===== src/rtl/arith_result_accumulator.sv =====
// Accumulates BATCH add/multiply results into a saturating total and presents it
// behind a valid/ready handshake; clear aborts the current batch or held total.
//
// state | meaning
// ACCUM | accepting results, out_acc is the running total
// HOLD  | batch complete, total held until out_ready or clear
module arith_result_accumulator #(
    parameter int ACC_W = 10,
    parameter int BATCH = 4,
    parameter int CNT_W = 3
) (
    input  logic             clk,
    input  logic             rst_n,
    input  logic             in_valid,
    output logic             in_ready,
    input  logic             in_mode,
    input  logic [5:0]       in_data,
    input  logic             clear,
    output logic             out_valid,
    input  logic             out_ready,
    output logic [ACC_W-1:0] out_acc,
    output logic [CNT_W-1:0] out_count,
    output logic             out_sat
);

    typedef enum logic {
        ACCUM = 1'b0,
        HOLD  = 1'b1
    } state_t;

    localparam logic [CNT_W-1:0] LAST_CNT = CNT_W'(BATCH - 1);

    state_t             state_q, state_d;
    logic [ACC_W-1:0]   acc_q, acc_d;
    logic [CNT_W-1:0]   count_q, count_d;
    logic               sat_q, sat_d;
    logic [ACC_W-1:0]   operand;
    logic [ACC_W:0]     sum;
    logic               xfer;

    always_comb begin
        operand = in_mode ? ACC_W'(in_data[3:0]) : ACC_W'(in_data);
        sum     = {1'b0, acc_q} + {1'b0, operand};
        xfer    = in_valid && (state_q == ACCUM) && !clear;
        state_d = state_q;
        acc_d   = acc_q;
        count_d = count_q;
        sat_d   = sat_q;
        if (clear || ((state_q == HOLD) && out_ready)) begin
            state_d = ACCUM;
            acc_d   = '0;
            count_d = '0;
            sat_d   = 1'b0;
        end else if (xfer) begin
            // the extra carry bit of sum flags a clamp to all-ones
            acc_d   = sum[ACC_W] ? {ACC_W{1'b1}} : sum[ACC_W-1:0];
            sat_d   = sat_q | sum[ACC_W];
            count_d = count_q + 1'b1;
            if (count_q == LAST_CNT) begin
                state_d = HOLD;
            end
        end
    end

    always_ff @(posedge clk or negedge rst_n) begin
        if (!rst_n) begin
            state_q <= ACCUM;
            acc_q   <= '0;
            count_q <= '0;
            sat_q   <= 1'b0;
        end else begin
            state_q <= state_d;
            acc_q   <= acc_d;
            count_q <= count_d;
            sat_q   <= sat_d;
        end
    end

    assign in_ready  = (state_q == ACCUM) && !clear;
    assign out_valid = (state_q == HOLD);
    assign out_acc   = acc_q;
    assign out_count = count_q;
    assign out_sat   = sat_q;

endmodule


===== config.mk =====
export PLATFORM = sky130hd
export DESIGN_NAME = arith_result_accumulator
export DESIGN_NICKNAME = d
export VERILOG_FILES = /design/src/rtl/arith_result_accumulator.sv
export SDC_FILE = /design/constraint.sdc
export NUM_CORES = 1
export LEC_CHECK = 0
export ABC_AREA = 1
export CORE_ASPECT_RATIO = 0.6
export CORE_MARGIN = 2
export CORE_UTILIZATION = 43
export DETAILED_ROUTE_END_ITERATION = 12
export PLACE_DENSITY = 0.77
export SLEW_MARGIN = 0
export SYNTH_ARGS = -nofsm -noshare
export SYNTH_HDL_FRONTEND = slang
export SYNTH_SLANG_ARGS = --single-unit
export TNS_END_PERCENT = 1

===== constraint.sdc =====
create_clock -name clk -period 1.9 [get_ports clk]
set_clock_uncertainty 0.2 [all_clocks]
set_input_delay 0.38 -clock clk [delete_from_list [all_inputs] [get_ports clk]]
set_output_delay 0.38 -clock clk [all_outputs]
set_load 0.02 [all_outputs]

# After elaboration in Yosys (flattened, before gate mapping)

Index checks and enable logic that the tools add are counted.

Add/sub/neg operators: 2
Equal/unequal tests: 1
Muxes and demuxes: 11
Bitwise logic cells: 2
Reductions and logical operators: 9

Operators by type and width:

| cell                                           | count |
|---|---|
| two-way mux 10 bit                             | 3 |
| adder 10 x 6 -> 11 bit                         | 1 |
| two-way mux 3 bit                              | 2 |
| two-way mux 6 bit                              | 1 |
| two-way mux 1 bit                              | 5 |
| logical AND 1 bit                              | 4 |
| nonzero test 2 bit                             | 2 |
| adder 3 x 1 -> 3 bit (second input constant)   | 1 |
| == test 3 x 2 -> 1 bit (second input constant) | 1 |
| AND reduction 2 bit                            | 1 |
| zero test 1 bit                                | 1 |
| logical OR 1 bit                               | 1 |
| inverter 1 bit                                 | 1 |
| OR 1 bit                                       | 1 |

Bits in registers: 15
Input port bits: 12
Word-level logic and storage cells: 29

# Logic depth before layout (Yosys ltp)

Gate-level depths: netlist of run 1.

Depth in word-level cells: 5
Gate-level depth with buffers: 12

# Worst setup path before layout of run 1

OpenSTA, ideal clock, no wires.

Path type: register -> register
Start point: register acc_q[0], in the netlist out_acc[0]
End point: register acc_q[7], in the netlist out_acc[7]
Setup time: 0.117 ns
Arrival: 1.672 ns
Data required time: 1.583 ns
Setup slack: -0.089 ns
Cell stages (with the launch flop): 11
Path buffers: 0
Period minus slack after synthesis: 1.989 ns
Cell sequence: dfrtp_1 -> ha_1 -> fa_1 -> nand3_1 -> nand2_1 -> nand2_1 -> nand2_2 -> nand3_4 -> nand2_1 -> inv_1 -> nand2_1

Word-level cells in the longest chain between the ends: 4

Ends and longest elaborated chain:

| element                  | line | text |
|---|---|---|
| start: declaration       | 34   | `logic [ACC_W-1:0] acc_q, acc_d;` |
| start signal: assignment | 68   | `acc_q <= '0;` |
| start signal: assignment | 73   | `acc_q <= acc_d;` |
| adder 10 x 6 -> 11 bit   | 43   | `sum = {1'b0, acc_q} + {1'b0, operand};` |
| two-way mux 10 bit       | 56   | `acc_d = sum[ACC_W] ? {ACC_W{1'b1}} : sum[ACC_W-1:0];` |
| two-way mux 10 bit       | 54   | `end else if (xfer) begin` |
| two-way mux 10 bit       | 49   | `if (clear \|\| ((state_q == HOLD) && out_ready)) begin` |

No other way between the ends. The select of a mux whose other input is x is not followed.
A chain may end at the register's enable or synchronous reset.

# Final worst setup path of run 1

Same ends and word-level chain as after synthesis.

==> results, run 1 <==
- In this run the horizontal extent of the chip is 67.6 um.
- The standard cell area after detailed placement is 0.00149 mm^2.
- The via count of the first global-routing pass is ~1000.
- Across all setup checks in the final design, the least slack found is 0.0331 ns.
- Timing would allow up to 536 MHz.
- The final count of hold timing violations is 0.
- The row count is 13.
- The kind of critical path is register to register.
- The proportion of synthesized chip area in sequential cells is 36.0%.
- 28 I/O pins were placed.
- In this run the mean area of a mapped cell was 7.50 um^2.
- Among all flip-flop cells after synthesis, the most frequent one is sky130_fd_sc_hd__dfrtp_1.
- The kind of capture point of the worst setup path is a register.
- The flow ran to the end, and the final reports show no timing, DRC or antenna violations.
- The share of post-route cells with drive strength above 1 is approximately 34%.
- The initial detailed-routing violation count is 69.
- The final total power is 0.00121 W.
- In this run the remaining antenna-violating nets after routing total 0.
- The first global-routing pass estimated 4.52 mm of wire.
- The count of warnings emitted by yosys is 0.
- After detailed routing, the wire length on met1 is 1.45 mm.
- The synthesized area is 0.00104 mm^2.
- TritonCTS created 3 clock buffers.
- The worst hold path belongs to the class input port to asynchronous set/reset pin.
- The worst IR drop on VDD is 0.000640 V.
- In the post-synthesis netlist, the cell with the most instances is sky130_fd_sc_hd__nand2_1.
- The area growth from synthesis to layout is 67.5%.
- Synthesis produced approximately 140 cells.
- After the last flow step, the layout net total stands at 215.
- The region available for standard cell placement spans ~0.0022 mm^2.
- Setup repair after global routing could not meet its margin everywhere.
- The number of antenna violations at the first check in global routing is 0.
- Clock-pin slew was measured on the worst setup and hold paths at 0.07 ns.
- The type of element launching the critical path is a register.
- The sum of routed wire length over all layers is 3.25 mm.
- TritonCTS built the clock tree.
- In the detailed route, the total length drawn on met3 is 238 um.
- The cell type with the largest total area after synthesis is sky130_fd_sc_hd__dfrtp_1.
- The worst slack at placement is -0.463 ns.
- The longest clock path from root to sink contains 2 buffers.
- The total nets after synthesis is 160.
- Clock tree synthesis found a total of 15 sinks.
- The top cell type by area accounts for 36.0% of the synthesized area.
- The count of state elements after synthesis is 15.
- For this configuration, the core starts out at a cell density of between 40% and 50%.
- The leakage power summed over all cells is 1.01 nW.
- Hold repair after CTS inserted 0 buffers.
- The die covers ~0.0028 mm^2.
- The setup total negative slack is 0 ns.
- The highest routed metal layer is met4.
- Sorting the synthesized cells by area gives the leading types as sky130_fd_sc_hd__dfrtp_1, sky130_fd_sc_hd__nand2_1, sky130_fd_sc_hd__ha_1.
- Entering global routing, the biggest net connects 16 pins.
- The reported max-cap violation count is 0.
- The filler cells instantiated in the layout total between 100 and 150.
- Counting instances in the post-synthesis netlist gives the leading cell types as sky130_fd_sc_hd__nand2_1, sky130_fd_sc_hd__nand3_1, sky130_fd_sc_hd__inv_1, sky130_fd_sc_hd__dfrtp_1.
- The share of async-settable or async-resettable flops after synthesis is 100%.
- The first detailed-routing pass took 4 iterations.
- For the worst setup path, the data required time is 1.85 ns.
- The count of pins over their slew limit was 0.
- The number of antenna diodes in the final layout is 0.
- The clock latency of the later-clocked register in the worst-skew pair is between 0.2 and 0.3 ns.
- The global-route usage over all layers is 21.3%.
- At the pin with the least slew margin, the transition time is 0.393 ns.
- Detailed routing inserted a total of 1174 vias.
- The DRC violations left is 0.
- In this run the power density over the cells is 691 mW/mm^2.
- The sum of overflow across all layers after global routing is 0.
- Yosys mapped a number of flops with a built-in enable equal to 0.
- The worst pin sits at a relative slew slack of 73.7%.
- The number of distinct library cells after synthesis is 21.
- The height of the die is 42.1 um.
- The number of setup violations in the final report is 0.
- Detailed placement ended at an HPWL of 2.00 mm.
- The number of input and output port buffers inserted is 27.
- The maximum fanout encountered on the critical timing path is 5.
- The final clock period utilization by the worst path is 98.3%.
- The finished cells cover 0.00175 mm^2.
- The detailed route wirelength on metal2 is approximately 1.5 mm.
- The cell sitting at the root of the clock tree is a sky130_fd_sc_hd__clkbuf_8.
- After detailed routing, the number of vias per cell comes to 5.26.
- The global placement routability congestion is roughly 0.9.
- In the final routed layout, each cell accounts on average for between 10 and 15 um.
- The data arrival time of the critical path is about 1.8 ns.
- The worst path in the final design needs a cycle of 1.87 ns, including I/O delays and setup.
- The H-tree depth is 1.
## path summary, 6_finish.rpt
check                      depth (start not counted)          to        from  slack [ns]
min                                                2  out_acc[2]       rst_n        0.25
min in group clk                                   2     out_sat     out_sat        0.32
max                                               10  out_acc[7]  out_acc[0]        0.03
max reg2reg                                       10  out_acc[7]  out_acc[0]        0.03
max in group asynchronous                          2  out_acc[0]       rst_n        1.06
min reg2reg                                        2     out_sat     out_sat        0.32
## through the flow
step                std cells  utilization, %  hold slack, ns
floorplan                 139               -          -0.116
global placement          214            67.0           0.297
detailed placement        214            67.0           0.297
CTS                       218            69.3           0.254
global route              223            78.3           0.279
finish                    223            78.3           0.245
## worst max-delay path, cell delays in order, from the launching register on
cell	delay (ns)
sky130_fd_sc_hd__dfrtp_2	0.43
sky130_fd_sc_hd__ha_4	0.17
sky130_fd_sc_hd__fa_2	0.36
sky130_fd_sc_hd__nand3_2	0.11
sky130_fd_sc_hd__nand2_4	0.08
sky130_fd_sc_hd__nand2_4	0.09
sky130_fd_sc_hd__nand2_4	0.07
sky130_fd_sc_hd__nand3_4	0.10
sky130_fd_sc_hd__nand2_1	0.06
sky130_fd_sc_hd__inv_1	0.05
sky130_fd_sc_hd__nand2_1	0.04
## sequential cells by signal (all words and copies together) (netlist names)
name and cells:
out_count 3, out_acc 10, out_valid 1, out_sat 1
## kinds of logic after synthesis
| family | Yosys count | synth area share [%] |
|---|---|---|
| AOI/OAI and AO/OA | 14 | 7.92 |
| xor gates and xnor gates | 1 | 0.840 |
| adders and majority gates | 9 | 11.5 |
| buffers and inverters | 20 | 8.64 |
| DFF | 15 | 36.0 |
| and+or+nand+nor | 80 | 35.1 |
## layout by cell type, fill, tap and decap left out
cell type,netlist,layout
sky130_fd_sc_hd__inv_2,0,3
sky130_fd_sc_hd__dfrtp_1,15,14
sky130_fd_sc_hd__o21ai_0,2,1
sky130_fd_sc_hd__clkbuf_8,0,3
sky130_fd_sc_hd__nand3_2,0,4
sky130_fd_sc_hd__buf_4,0,22
sky130_fd_sc_hd__nand3b_1,4,4
sky130_fd_sc_hd__xnor2_1,1,1
sky130_fd_sc_hd__or2_4,0,1
sky130_fd_sc_hd__a21oi_2,0,3
sky130_fd_sc_hd__fa_2,0,1
sky130_fd_sc_hd__a22o_1,1,1
sky130_fd_sc_hd__a21o_1,2,2
sky130_fd_sc_hd__nand2_1,43,33
sky130_fd_sc_hd__clkinv_2,0,1
sky130_fd_sc_hd__nand2_2,2,7
sky130_fd_sc_hd__ha_4,0,3
sky130_fd_sc_hd__dfrtp_2,0,1
sky130_fd_sc_hd__nor2_2,1,4
sky130_fd_sc_hd__dlymetal6s2s_1,0,10
sky130_fd_sc_hd__o21ai_2,0,1
sky130_fd_sc_hd__nand3_1,19,15
sky130_fd_sc_hd__inv_1,18,15
sky130_fd_sc_hd__dlygate4sd2_1,0,4
sky130_fd_sc_hd__o22ai_1,1,1
sky130_fd_sc_hd__ha_2,0,1
sky130_fd_sc_hd__nand2_4,0,5
sky130_fd_sc_hd__nand4_1,1,1
sky130_fd_sc_hd__a21oi_1,7,4
sky130_fd_sc_hd__nor2_1,8,4
sky130_fd_sc_hd__ha_1,8,4
sky130_fd_sc_hd__nand3_4,1,2
sky130_fd_sc_hd__nor2_4,0,1
sky130_fd_sc_hd__buf_6,2,2
sky130_fd_sc_hd__o211ai_1,1,1
sky130_fd_sc_hd__clkdlybuf4s50_1,0,13
## cell type report
cell class / instances / area (um^2) / share of cell area [%]
multi-input combinational: 105 / 739 / 42.4
timing repair buffer: 51 / 478 / 27.4
sequential: 15 / 377 / 21.6
inverter: 18 / 67.6 / 3.87
clock buffer: 3 / 41.3 / 2.37
clock inverter: 1 / 5.00 / 0.287
tap: 30 / 37.5 / 2.15
## where the power goes
part           total (W)  internal [W]  switching [W]
combinational   0.000526      0.000263       0.000263
sequential      0.000408      0.000361      0.0000476
clock           0.000271      0.000146       0.000126
## layer usage
metal	up-vias	track usage (%)
met4	0	5.71
met2	55	32.0
li1	565	-
met3	2	5.38
met1	552	30.2
met5	-	0
## timing repair
item                                    4_1_cts  5_1_grt
gates cloned                                  0        1
setup buffers                                 0        4
pin swaps                                     2       19
endpoints found under the setup margin       14       14
resized for setup                             7       46
hold endpoints to repair                      0        0
Power figures use the tool's default switching activity.
==> inputs of run 2 (changes only) <==
--- a/config.mk
+++ b/config.mk
@@ -6,6 +6,7 @@
 export NUM_CORES = 1
 export LEC_CHECK = 0
 export ABC_AREA = 1
+export ABC_CLOCK_PERIOD_IN_PS = 1900
 export CORE_ASPECT_RATIO = 0.6
 export CORE_MARGIN = 2
 export CORE_UTILIZATION = 43
==> results of run 2 <==
No change in the layout: final DEF, timing and power equal those of run 1.
==> inputs of run 3 (changes only) <==
--- a/config.mk
+++ b/config.mk
@@ -8,7 +8,6 @@
 export ABC_AREA = 1
 export ABC_CLOCK_PERIOD_IN_PS = 1900
 export CORE_ASPECT_RATIO = 0.6
-export CORE_MARGIN = 2
 export CORE_UTILIZATION = 43
 export DETAILED_ROUTE_END_ITERATION = 12
 export PLACE_DENSITY = 0.77
==> results, run 3 (synthesis gave the netlist of run 1 again) <==
- The TritonCTS clock tree is built (unchanged).
- The delay of the slowest cell on the worst path is 0.43 ns (about the same).
- The layout net count is 212 (was 215).
- The cell total after placement is 213 (was 214).
- The post-detailed-route via-to-cell ratio is 5.32 (was 5.26).
- The slew at the pin with the worst max-slew slack is 0.420 ns (was 0.393 ns).
- The worst IR drop on VDD was 0.000525 V (was 0.000640 V).
- The required time reported for the critical path endpoint is 1.84 ns (was 1.85 ns).
- The initial detailed-routing violation count is 63 (was 69).
- The flip-flop count of the largest register after layout is 10 (unchanged).
- The setup total negative slack was -0.0108 ns (was 0 ns).
- The normalized max-slew margin is 71.9% (was 73.7%).
- The peak clock frequency supported by timing is 524 MHz (was 536 MHz).
- The antenna diode count was 0 (unchanged).
- The global-route usage over all layers came to 25.4% (was 21.3%).
- The maximum number of pins on one net before global-route repair is 16 (unchanged).
- The H-tree depth was 1 (unchanged).
- The reported max-cap violation count came to 0 (unchanged).
- The post-detailed-route count of antenna-violating nets is 0 (unchanged).
- The number of setup violations in the final report is 2 (was 0).
- The buffer cell driving the clock tree root is sky130_fd_sc_hd__clkbuf_8 (unchanged).
- The final critical delay including setup and external delays was 1.91 ns (was 1.87 ns).
- The row count came to 13 (unchanged).
- The total number of clock tree sinks is 15 (unchanged).
- The slowest cell on the critical path is sky130_fd_sc_hd__dfrtp_2 (unchanged).
- The length of the first detailed-routing pass in iterations is 4 (unchanged).
- The die span in x was 65.6 um (was 67.6 um).
- The die area is 0.00263 mm^2 (was 0.00285 mm^2).
- The final non-filler cell total is 220 (was 223).
- The effective utilization at floorplan was 46.8% (unchanged).
- The number of buffers inserted during clock tree synthesis is 3 (unchanged).
- The filler cell count in the final layout was 158 (was 143).
- The maximum fanout encountered on the critical timing path is 5 (unchanged).
- The number of antenna violations at the first check in global routing came to 0 (unchanged).
- The count of pins over their slew limit is 0 (unchanged).
- The first-pass GRT wire length is 4.57 mm (was 4.52 mm).
- The kind of critical path is register to register (unchanged).
- The leakage power summed over all cells is 0.982 nW (was 1.01 nW).
- The sum of routed wire length over all layers is 3.11 mm (was 3.25 mm).
- The sum of overflow across all layers after global routing is 0 (unchanged).
- The most common library cell in the layout ignoring fill and taps is sky130_fd_sc_hd__nand2_1 (unchanged).
- The worst path setup slack after routing is -0.00823 ns (was 0.0331 ns).
- The checks that failed: negative setup slack.
- Unrepaired setup endpoints after global routing: true (unchanged).
- Outcome: finished, violations left (was complete, no violations).
- Cell-by-cell listing of the critical path: ha_4 > fa_2 > nand3_2 > nand2_4 > nand2_4 > nand2_4 > nand3_4 > nand2_1 > inv_1 > nand2_1 (unchanged).
- The half-perimeter wire length of the detailed placement result is 2.19 mm (was 2.00 mm).
- The area growth from synthesis to layout is 63.4% (was 67.5%).
- The kind of capture point of the worst setup path is a register (unchanged).
- The class of the tightest hold or removal check is input port to asynchronous set/reset pin (unchanged).
- The clock-pin transition on the worst setup and hold timing paths is 0.06 ns (was 0.07 ns).
- The global placement routability congestion is 0.868 (was 0.913).
- The hold slack came to 0.245 ns (about the same).
- The final clock period utilization by the worst path is 100% (was 98.3%).
- The data arrival time of the critical path came to 1.85 ns (was 1.81 ns).
- The number of I/O pins came to 28 (unchanged).
- The share of post-route cells with drive strength above 1 is 32.1% (was 33.7%).
- The total power per unit cell area is 684 mW/mm^2 (was 691 mW/mm^2).
- The via count of the first global-routing pass is 1043 (was 1014).
- The average wire per standard cell is 14.2 um (was 14.6 um).
- The type of element launching the critical path was a register (unchanged).
- The most numerous cell on the critical path is sky130_fd_sc_hd__nand2_4 (unchanged).
- The summed area of non-filler cells in the final layout was 0.00170 mm^2 (was 0.00175 mm^2).
- The quantity of hold-fixing buffers added after cts is 0 (unchanged).
- The clock latency of the later-clocked register in the worst-skew pair is 0.25 ns (about the same).
- The standard cell area after detailed placement came to 0.00149 mm^2 (about the same).
- The final count of hold timing violations is 0 (unchanged).
- Top library cells by usage in the layout, fill and taps aside: sky130_fd_sc_hd__nand2_1, sky130_fd_sc_hd__buf_4, sky130_fd_sc_hd__inv_1 (was sky130_fd_sc_hd__nand2_1, sky130_fd_sc_hd__buf_4, sky130_fd_sc_hd__inv_1, sky130_fd_sc_hd__nand3_1, sky130_fd_sc_hd__dfrtp_1).
- The number of vias after detailed routing is 1170 (was 1174).
- The core region area is 0.00223 mm^2 (unchanged).
- The deepest clock path buffer count is 2 (unchanged).
- The height of the die is 40.1 um (was 42.1 um).
- The DRC violations left is 0 (unchanged).
- The number of input and output port buffers inserted was 27 (unchanged).
run 3: cell count changes in the layout (fill, tap and decap cells not counted), moves of 2 or more:
cell | previous run | this run
sky130_fd_sc_hd__o21ai_1 | 0 | 2
sky130_fd_sc_hd__nand3_1 | 15 | 13
sky130_fd_sc_hd__nand3_2 | 4 | 6
sky130_fd_sc_hd__nand2_4 | 5 | 3
sky130_fd_sc_hd__nand2_2 | 7 | 9
sky130_fd_sc_hd__buf_4 | 22 | 20
run 3: metal layers:
layer	up-vias	track usage [%]	wire length (um)	part of all wire [%]
li1	564	-	-	-
met1	542	30.4	1380	44
met2	56	43.0	1440	46
met3	8	6.53	243	7.8
met4	0	15.2	52	1.7
met5	-	0	0	0
run 3: final cells by class:
cell class / count / area [um^2] / share of cell area [%]
multi-input cells: 105 / 726 / 42.6
repair buffers: 48 / 449 / 26.4
flip-flops and latches: 15 / 377 / 22.1
inverters: 18 / 67.6 / 3.97
clock buffers: 3 / 41.3 / 2.42
well taps: 30 / 37.5 / 2.20
clock inverters: 1 / 5.00 / 0.294
run 3: power by group:
group          switching (W)  total, W  internal, W
clock network       0.000117  0.000263     0.000145
registers          0.0000452  0.000406     0.000361
logic               0.000246  0.000495     0.000249
total               0.000409   0.00116     0.000755
run 3: worst paths after layout:
kind	slack, ns	to	startpoint	cells past startpoint
setup / recovery	-0.008	out_acc[9]	out_acc[0]	10
hold / removal	0.25	out_acc[3]	rst_n	2
setup reg to reg	-0.008	out_acc[9]	out_acc[0]	10
hold reg to reg	0.31	out_count[0]	out_count[0]	1
max in group asynchronous	1.06	out_acc[0]	rst_n	2
min in group clk	0.31	out_count[0]	out_count[0]	1
run 3: worst max-delay path: cells and delay by family (launching register included):
kind	cells	cell delay, ns
adder cells (fa/ha/maj)	2	0.58
AND/OR/NAND/NOR	7	0.55
flip-flops	1	0.43
buffers and inverters	1	0.05
run 3: timing repair:
item / CTS / global route
gates resized for setup: 7 / 42
cloned: 1 / 0
setup endpoints to repair: 15 / 12
setup buffers: 0 / 2
pin swaps: 0 / 20
run 3: per-stage QoR:
| stage | worst slack [ns] | power (W) | utilization, % |
|---|---|---|---|
| after floorplan | 0.0412 | 0.000622 | - |
| after global placement | -0.400 | 0.000820 | 66.7 |
| after detailed placement | -0.474 | 0.000838 | 66.7 |
| after CTS | -0.162 | 0.00111 | 69.5 |
| after global routing | -0.0781 | 0.00123 | 76.4 |
| final | -0.00823 | 0.00116 | 76.4 |
